$ cat src/rtl/note_if.sv
// note_if: note handshake between the song reader (master) and the
// note player (slave).
//   new_note : one-cycle load strobe, reader -> player
//   note     : 6-bit note index, 0 means rest
//   duration : 6-bit length in beats
//   note_done: one-cycle completion pulse, player -> reader
interface note_if;
  logic       new_note;
  logic [5:0] note;
  logic [5:0] duration;
  logic       note_done;

  modport master (output new_note, note, duration, input note_done);
  modport slave  (input new_note, note, duration, output note_done);
endinterface

$ cat src/rtl/note_player.sv
// note_player: holds a note for its duration in beats while advancing a
// phase accumulator for the sine path, then pulses note_done.
//   clk, reset           : clock, synchronous active-high reset
//   play                 : run enable; low freezes beat count and phase
//   beat                 : one-cycle beat tick
//   generate_next_sample : one-cycle sample-rate strobe
//   step_size            : phase increment from the frequency ROM
//   cur_note             : latched note, frequency ROM address
//   phase                : 22-bit phase accumulator
//   playing              : in PLAY with play high
//   rd                   : note handshake with the song reader
module note_player (
  input  logic        clk,
  input  logic        reset,
  input  logic        play,
  input  logic        beat,
  input  logic        generate_next_sample,
  input  logic [19:0] step_size,
  output logic [5:0]  cur_note,
  output logic [21:0] phase,
  output logic        playing,
  note_if.slave       rd
);
  typedef enum logic [1:0] {IDLE, PLAY, DONE} state_t;

  state_t      state_q, state_d;
  logic [5:0]  cur_note_q, cur_note_d;
  logic [5:0]  beats_q, beats_d;
  logic [21:0] phase_q, phase_d;

  always_ff @(posedge clk) begin
    if (reset) begin
      state_q    <= IDLE;
      cur_note_q <= 6'd0;
      beats_q    <= 6'd0;
      phase_q    <= 22'd0;
    end else begin
      state_q    <= state_d;
      cur_note_q <= cur_note_d;
      beats_q    <= beats_d;
      phase_q    <= phase_d;
    end
  end

  always_comb begin
    state_d    = state_q;
    cur_note_d = cur_note_q;
    beats_d    = beats_q;
    phase_d    = phase_q;
    // A load is honoured in every state; it also preempts a playing note
    // and swallows a coincident beat.
    if (rd.new_note) begin
      cur_note_d = rd.note;
      beats_d    = rd.duration;
      phase_d    = 22'd0;
      state_d    = (rd.duration == 6'd0) ? DONE : PLAY;
    end else begin
      case (state_q)
        PLAY: begin
          if (play) begin
            if (beat) begin
              beats_d = beats_q - 6'd1;
              if (beats_q == 6'd1) state_d = DONE;
            end
            // Rests keep phase at 0 so the sine output stays quiet.
            if (generate_next_sample && cur_note_q != 6'd0)
              phase_d = phase_q + {2'b00, step_size};
          end
        end
        DONE:    state_d = IDLE;
        default: state_d = IDLE;
      endcase
    end
  end

  assign cur_note     = cur_note_q;
  assign phase        = phase_q;
  assign playing      = (state_q == PLAY) && play;
  assign rd.note_done = (state_q == DONE);
endmodule
$ cat src/flat_wrapper.sv
// flat-port wrapper written by rule: the top's interface ports become plain ports
module note_player_flat 
  (clk, reset, play, beat, generate_next_sample, step_size, cur_note, phase, playing, rd_new_note, rd_note, rd_duration, rd_note_done);
  note_if rd_i ();
  input  logic clk;
  input  logic reset;
  input  logic play;
  input  logic beat;
  input  logic generate_next_sample;
  input  logic [19:0] step_size;
  output logic [5:0] cur_note;
  output logic [21:0] phase;
  output logic playing;
  input wire logic [$bits(rd_i.new_note)-1:0] rd_new_note;
  input wire logic [$bits(rd_i.note)-1:0] rd_note;
  input wire logic [$bits(rd_i.duration)-1:0] rd_duration;
  output wire logic [$bits(rd_i.note_done)-1:0] rd_note_done;
  assign rd_i.new_note = rd_new_note;
  assign rd_i.note = rd_note;
  assign rd_i.duration = rd_duration;
  assign rd_note_done = rd_i.note_done;
  note_player u_core (.clk(clk), .reset(reset), .play(play), .beat(beat), .generate_next_sample(generate_next_sample), .step_size(step_size), .cur_note(cur_note), .phase(phase), .playing(playing), .rd(rd_i));
endmodule
$ cat config.mk
export PLATFORM = sky130hd
export DESIGN_NAME = note_player_flat
export DESIGN_NICKNAME = d
export VERILOG_FILES = /design/src/rtl/note_if.sv /design/src/rtl/note_player.sv /design/src/flat_wrapper.sv
export SDC_FILE = /design/constraint.sdc
export NUM_CORES = 1
export LEC_CHECK = 0
export ABC_CLOCK_PERIOD_IN_PS = 1950
export CORE_ASPECT_RATIO = 0.75
export CORE_MARGIN = 2
export CORE_UTILIZATION = 57
export CTS_CLUSTER_SIZE = 20
export DETAILED_ROUTE_END_ITERATION = 8
export DONT_BUFFER_PORTS = 1
export GPL_TIMING_DRIVEN = 0
export PLACE_DENSITY = 0.75
export SETUP_SLACK_MARGIN = 0.05
export SKIP_LAST_GASP = 1
export SLEW_MARGIN = 5
export SYNTH_ARGS = -nofsm -noshare
export SYNTH_HDL_FRONTEND = slang
export SYNTH_SLANG_ARGS = --single-unit
$ cat constraint.sdc
create_clock -name clk -period 1.95 [get_ports clk]
set_input_delay 0.195 -clock clk [delete_from_list [all_inputs] [get_ports clk]]
set_output_delay 0.195 -clock clk [all_outputs]
set_load 0.005 [all_outputs]
==> Yosys cells after proc, flatten, opt, wreduce, memory -nomap -nowiden <==
Index checks and enable logic that the tools add are counted.
{ "word_totals": {"input_bits": 38, "reg_bits": 36, "word_cells": 33, "output_inout_bits": 30} }
{ "op_classes": {"reduce_logical": 11, "n_eq_ne": 6, "mux": 10, "n_addsub": 2} }
{ "op_table": {"columns": ["cell", "count"], "rows": [
  ["6-bit two-way mux", 4],
  ["22-bit by 20-bit adder with 22-bit output", 1],
  ["2-bit two-way mux", 6],
  ["3-bit AND reduction", 3],
  ["6-bit by 1-bit == test with 1-bit output, second input constant", 1],
  ["6-bit logical NOT", 1],
  ["3-bit inequality test, second input constant", 2],
  ["2-bit nonzero test", 3],
  ["6-bit nonzero test", 1],
  ["6-bit by 1-bit subtractor with 6-bit output, second input constant", 1],
  ["3-bit by 2-bit inequality test with 1-bit output, second input constant", 1],
  ["2-bit by 1-bit == test with 1-bit output, second input constant", 1],
  ["2-bit == test, second input constant", 1],
  ["1-bit logical AND", 2],
  ["2-bit OR reduction", 1]
]} }

==> Logic depth before layout (Yosys ltp) <==
{ "depth": {"depth_word": 6, "ltp_mapped": 10, "mapped_depth_nobuf": 10} }

==> Worst setup path after synthesis <==
Ideal clock, no wire load.
{ "synth_path": {"path_kind": "register to register", "from": "register u_core.phase_q[0] (netlist: u_core.phase[0])", "to": "register u_core.phase_q[20] (netlist: u_core.phase[20])", "stages_incl_launch_ff": 11, "setup_slack_ns": -0.191, "setup_time_ns": 0.128, "arrival_ns": 2.013, "path_buffers": 0, "cell_sequence": "dfxtp_1 ha_1 inv_1 fa_1 nor2b_1 o2111ai_1 nand3_1 a221oi_1 o41ai_1 xnor2_1 nor2_1"} }
{ "synth_via": {"elab_chain_cells": 1} }
{ "synth_rtl": {"columns": ["element", "line", "text"], "rows": [
  ["from (decl)", "note_player.sv:29", "logic [21:0] phase_q, phase_d;"],
  ["from (signal assigned)", "note_player.sv:41", "phase_q <= phase_d;"],
  ["22-bit by 20-bit adder with 22-bit output", "note_player.sv:67", "phase_d = phase_q + {2'b00, step_size};"]
]} }
No other way between the ends.
A chain may end at the register's enable or synchronous reset.

==> Final worst setup path <==
{ "layout_path": {"from": "register u_core.phase_q[10] (netlist: u_core.phase[10])", "to": "register u_core.phase_q[16] (netlist: u_core.phase[16])"} }
Same word-level chain as after synthesis.

==> summary by stage <==
Pwr
The analysis attributes to cell leakage a power of 0.00127 uW. The worst-case IR drop observed on VDD is 478 uV. Power spread over the standard cell area amounts to 536 mW/mm2. The total chip power is 1720 uW.

Timing
The number of failing hold endpoints at the final stage is 0. After routing, the total negative slack on setup checks comes to -1.14 ns. The post-route minimum period is 2.16 ns. After layout, the worst path uses 111% of the clock period. The fmax is 0.463 GHz.

The count of endpoints failing setup in the final report is 8. The smallest setup slack after layout is -0.210 ns. Setup repair after global routing could not meet its margin everywhere. The pin slew with the least headroom to its limit is 0.742 ns. The setup skew after layout is 0.00385 ns.

The worst hold slack is 0.0537 ns. Measured against its own limit, the worst slew margin works out to 50.3%. The total count of max-transition violations in the final report is 0.

Worst setup path
STA classifies the critical path startpoint as a register. The capturing point of the worst reg2reg path is u_core.phase[16]. By startpoint and endpoint, the worst setup path is classified as reg -> reg. The arrival time of the worst setup path is 2.34 ns.

In this run the worst path has a maximum fanout of 4. The number of cells traversed by the worst register-to-register path is 10. STA puts the critical path data required time at 2.13 ns. The reg-to-reg setup timing slack is -0.21 ns. The beginning of the worst register-to-register path is u_core.phase[10].

The sort of element at the end of the critical path is a register.

Clock tree
CTS placed an instance of sky130_fd_sc_hd__clkbuf_8 at the clock tree root. Hold repair after CTS inserted 0 buffers. The clock-pin transition on the worst setup and hold timing paths is 0.08 ns.

The buffer depth of the longest clock path is 2. The number of clock sinks is 36. The CTS tree is done. The number of buffers created by CTS is 5. The clock latency on the worst-skew pair is 0.29 ns. The number of H-tree levels is 2.

Global routing
Global routing used 38.1% of the available met1 tracks. The pin count of the biggest net entering global routing is 12. The met3 demand-to-capacity share in global routing is 8.21%. In this run the most used layer during global routing was met2.

The remaining global-route overflow is 0. The number of antenna violations at the first check in global routing is 0. Global routing used 29.2% of the available tracks across all layers.

The first global-routing pass estimated 11000 um of wire. The met2 capacity usage during global routing is 47.6%. The number of global-route vias before repair was 2384.

Logic synthesis
The mapped cell area is 0.00249 mm2. After synthesis, flip-flops and latches occupy 29.0% of the total area. The count of state elements after synthesis is 36. The number of instances in the synthesized netlist is 319. A synthesized cell averages 7.79 um2. The number of distinct library cells after synthesis is 47. Counting every net in the synthesized netlist gives 380.

The number of warnings reported in the yosys synthesis log is 0. For this run, the leading register cell type out of synthesis is sky130_fd_sc_hd__dfxtp_1. Counting flops with a built-in enable in the synthesized netlist gives 0. Counting flops with an async set or reset pin after synthesis yields a share of 0%.

Placed design
The final estimated routing congestion in global placement is 0.889. The number of buffers inserted by port buffering is 0. Detailed placement ended at an HPWL of 4670 um. At the placement stage, the worst setup path has a slack of -0.219 ns. Once placement finished, the instance area stood at 0.00264 mm2.

Routing
In this run the remaining antenna-violating nets after routing total 0. Detailed routing inserted a total of 2557 vias. The DRC violations left is 0. For this run, the detailed router's first-pass iteration total came to 4. The first routing iteration left 198 violations. For this block, the routed nets add up to 7510 um of wire. After detailed routing, the average wire length per cell comes to 18.7 um.

The vias per cell is 6.36.

Floorplan
The starting density of the core is 60.2%. The vertical die dimension is 61.2 um. The floorplan has 20 rows.

The die outline area is 0.00491 mm2. The die is 80.3 um wide. During I/O placement, the number of pins put on the boundary was 68. The core region is 0.00413 mm2.

Status
The final reports fail on setup timing. The flow ran to the end, but the final reports show violations.

Final layout
Compared with the post-synthesis result, the final layout area differs by 29.3%. The layout filler cell count is 292. The number of antenna diodes is 0. Leaving out fill and tap cells, the most frequent cell in the layout is sky130_fd_sc_hd__nand2_1. In the final design database the tool counted 407 nets. The summed area of non-filler cells in the final layout is 0.00322 mm2. The layout cell share with drive strength beyond 1 is 28.5%. Leaving out fill and tap cells, the most frequent cells in the layout are sky130_fd_sc_hd__nand2_1, sky130_fd_sc_hd__nor2_1, sky130_fd_sc_hd__a21oi_1, sky130_fd_sc_hd__dfxtp_1, sky130_fd_sc_hd__buf_4.

Worst hold path
The worst min-delay path startpoint is rd_duration[4]. The worst hold path belongs to the class in -> reg. The worst hold path was traced through 2 stages.

The hold path endpoint is u_core.beats_q[4].

Job
The max-capacitance violation count is 0.
==> worst max path at each step <==
stage | start | endpoint | slack (ns) | depth (start not counted)
2_1_floorplan | u_core.phase[0] | u_core.phase[14] | -0.01 | 10
6_report | u_core.phase[10] | u_core.phase[16] | -0.21 | 10
3_3_place_gp | u_core.phase[4] | u_core.phase[21] | -0.22 | 8
3_5_place_dp | u_core.phase[0] | u_core.phase[18] | -0.22 | 10
5_1_grt | u_core.phase[7] | u_core.phase[12] | -0.32 | 7
4_1_cts | u_core.phase[0] | u_core.phase[14] | -0.1 | 10
==> stage by stage <==
step / instances / util (%)
4_1_cts: 394 / 73.9
5_1_grt: 402 / 77.9
6_report: 402 / 77.9
2_1_floorplan: 319 / -
3_3_place_gp: 374 / 64.0
3_5_place_dp: 374 / 64.0
==> what timing repair did <==
action                     4_1_cts  5_1_grt
pin swaps                       18       18
gates cloned                     0        0
hold endpoints to repair         0        0
setup buffers                   12        9
setup endpoints to repair       19       22
resized for setup               45       30
==> sequential cells by signal, indices dropped and copies added (netlist names) <==
| signal | count |
|---|---|
| u_core.state_q | 2 |
| u_core.beats_q | 6 |
| u_core.cur_note | 6 |
| u_core.phase | 22 |
==> Yosys cell counts (all sizes together), types with 8 or more instances <==
cell    instances  area [um2]
a21o           12        90.1
a21oi          35         175
clkbuf         11        41.3
dfxtp          36         721
ha             22         275
inv             8        30.0
nand2          40         150
nand3          10        50.1
nand4           9        56.3
nor2           37         139
o21ai          12        60.1
xnor2           9        78.8
xor2            9        78.8
==> routing by layer <==
metal	vias to the layer above	routed length, um
li1	1208	-
met1	1192	3230
met2	133	3330
met3	24	726
met4	0	232
met5	-	0
==> worst max-delay path, cell delays in order, from the launching register on <==
cell and delay, ns:
sky130_fd_sc_hd__dfxtp_4 0.37, sky130_fd_sc_hd__ha_4 0.26, sky130_fd_sc_hd__clkbuf_8 0.13, sky130_fd_sc_hd__buf_4 0.13
sky130_fd_sc_hd__nand4_1 0.14, sky130_fd_sc_hd__a21oi_1 0.33, sky130_fd_sc_hd__a221oi_4 0.13, sky130_fd_sc_hd__buf_4 0.16
sky130_fd_sc_hd__nor2_2 0.12, sky130_fd_sc_hd__nor2_1 0.06, sky130_fd_sc_hd__a211o_1 0.22
==> cell type report <==
| class | count | area [um2] | share of cell area (%) |
|---|---|---|---|
| Buffer | 15 | 92.6 | 2.88 |
| Inverter | 8 | 30.0 | 0.934 |
| Sequential cell | 36 | 748 | 23.3 |
| Multi-Input combinational cell | 259 | 2010 | 62.4 |
| Tap cell | 55 | 68.8 | 2.14 |
| Timing Repair Buffer | 21 | 161 | 5.02 |
| Clock buffer | 6 | 72.6 | 2.26 |
| Clock inverter | 2 | 35.0 | 1.09 |
==> kinds of logic after synthesis <==
kind of cell	synth area share [%]
xor+xnor	6.34
buf+inv	3.77
fa+ha+maj	11.9
simple gates	22.4
flops	29.0
mux	2.82
compound gates	23.8
==> report_power, final <==
| part | internal [uW] | switching, uW |
|---|---|---|
| Combinational | 124 | 160 |
| Clock | 380 | 288 |
| Sequential | 750 | 22.9 |
No activity file was read; power rests on OpenSTA's default activity.
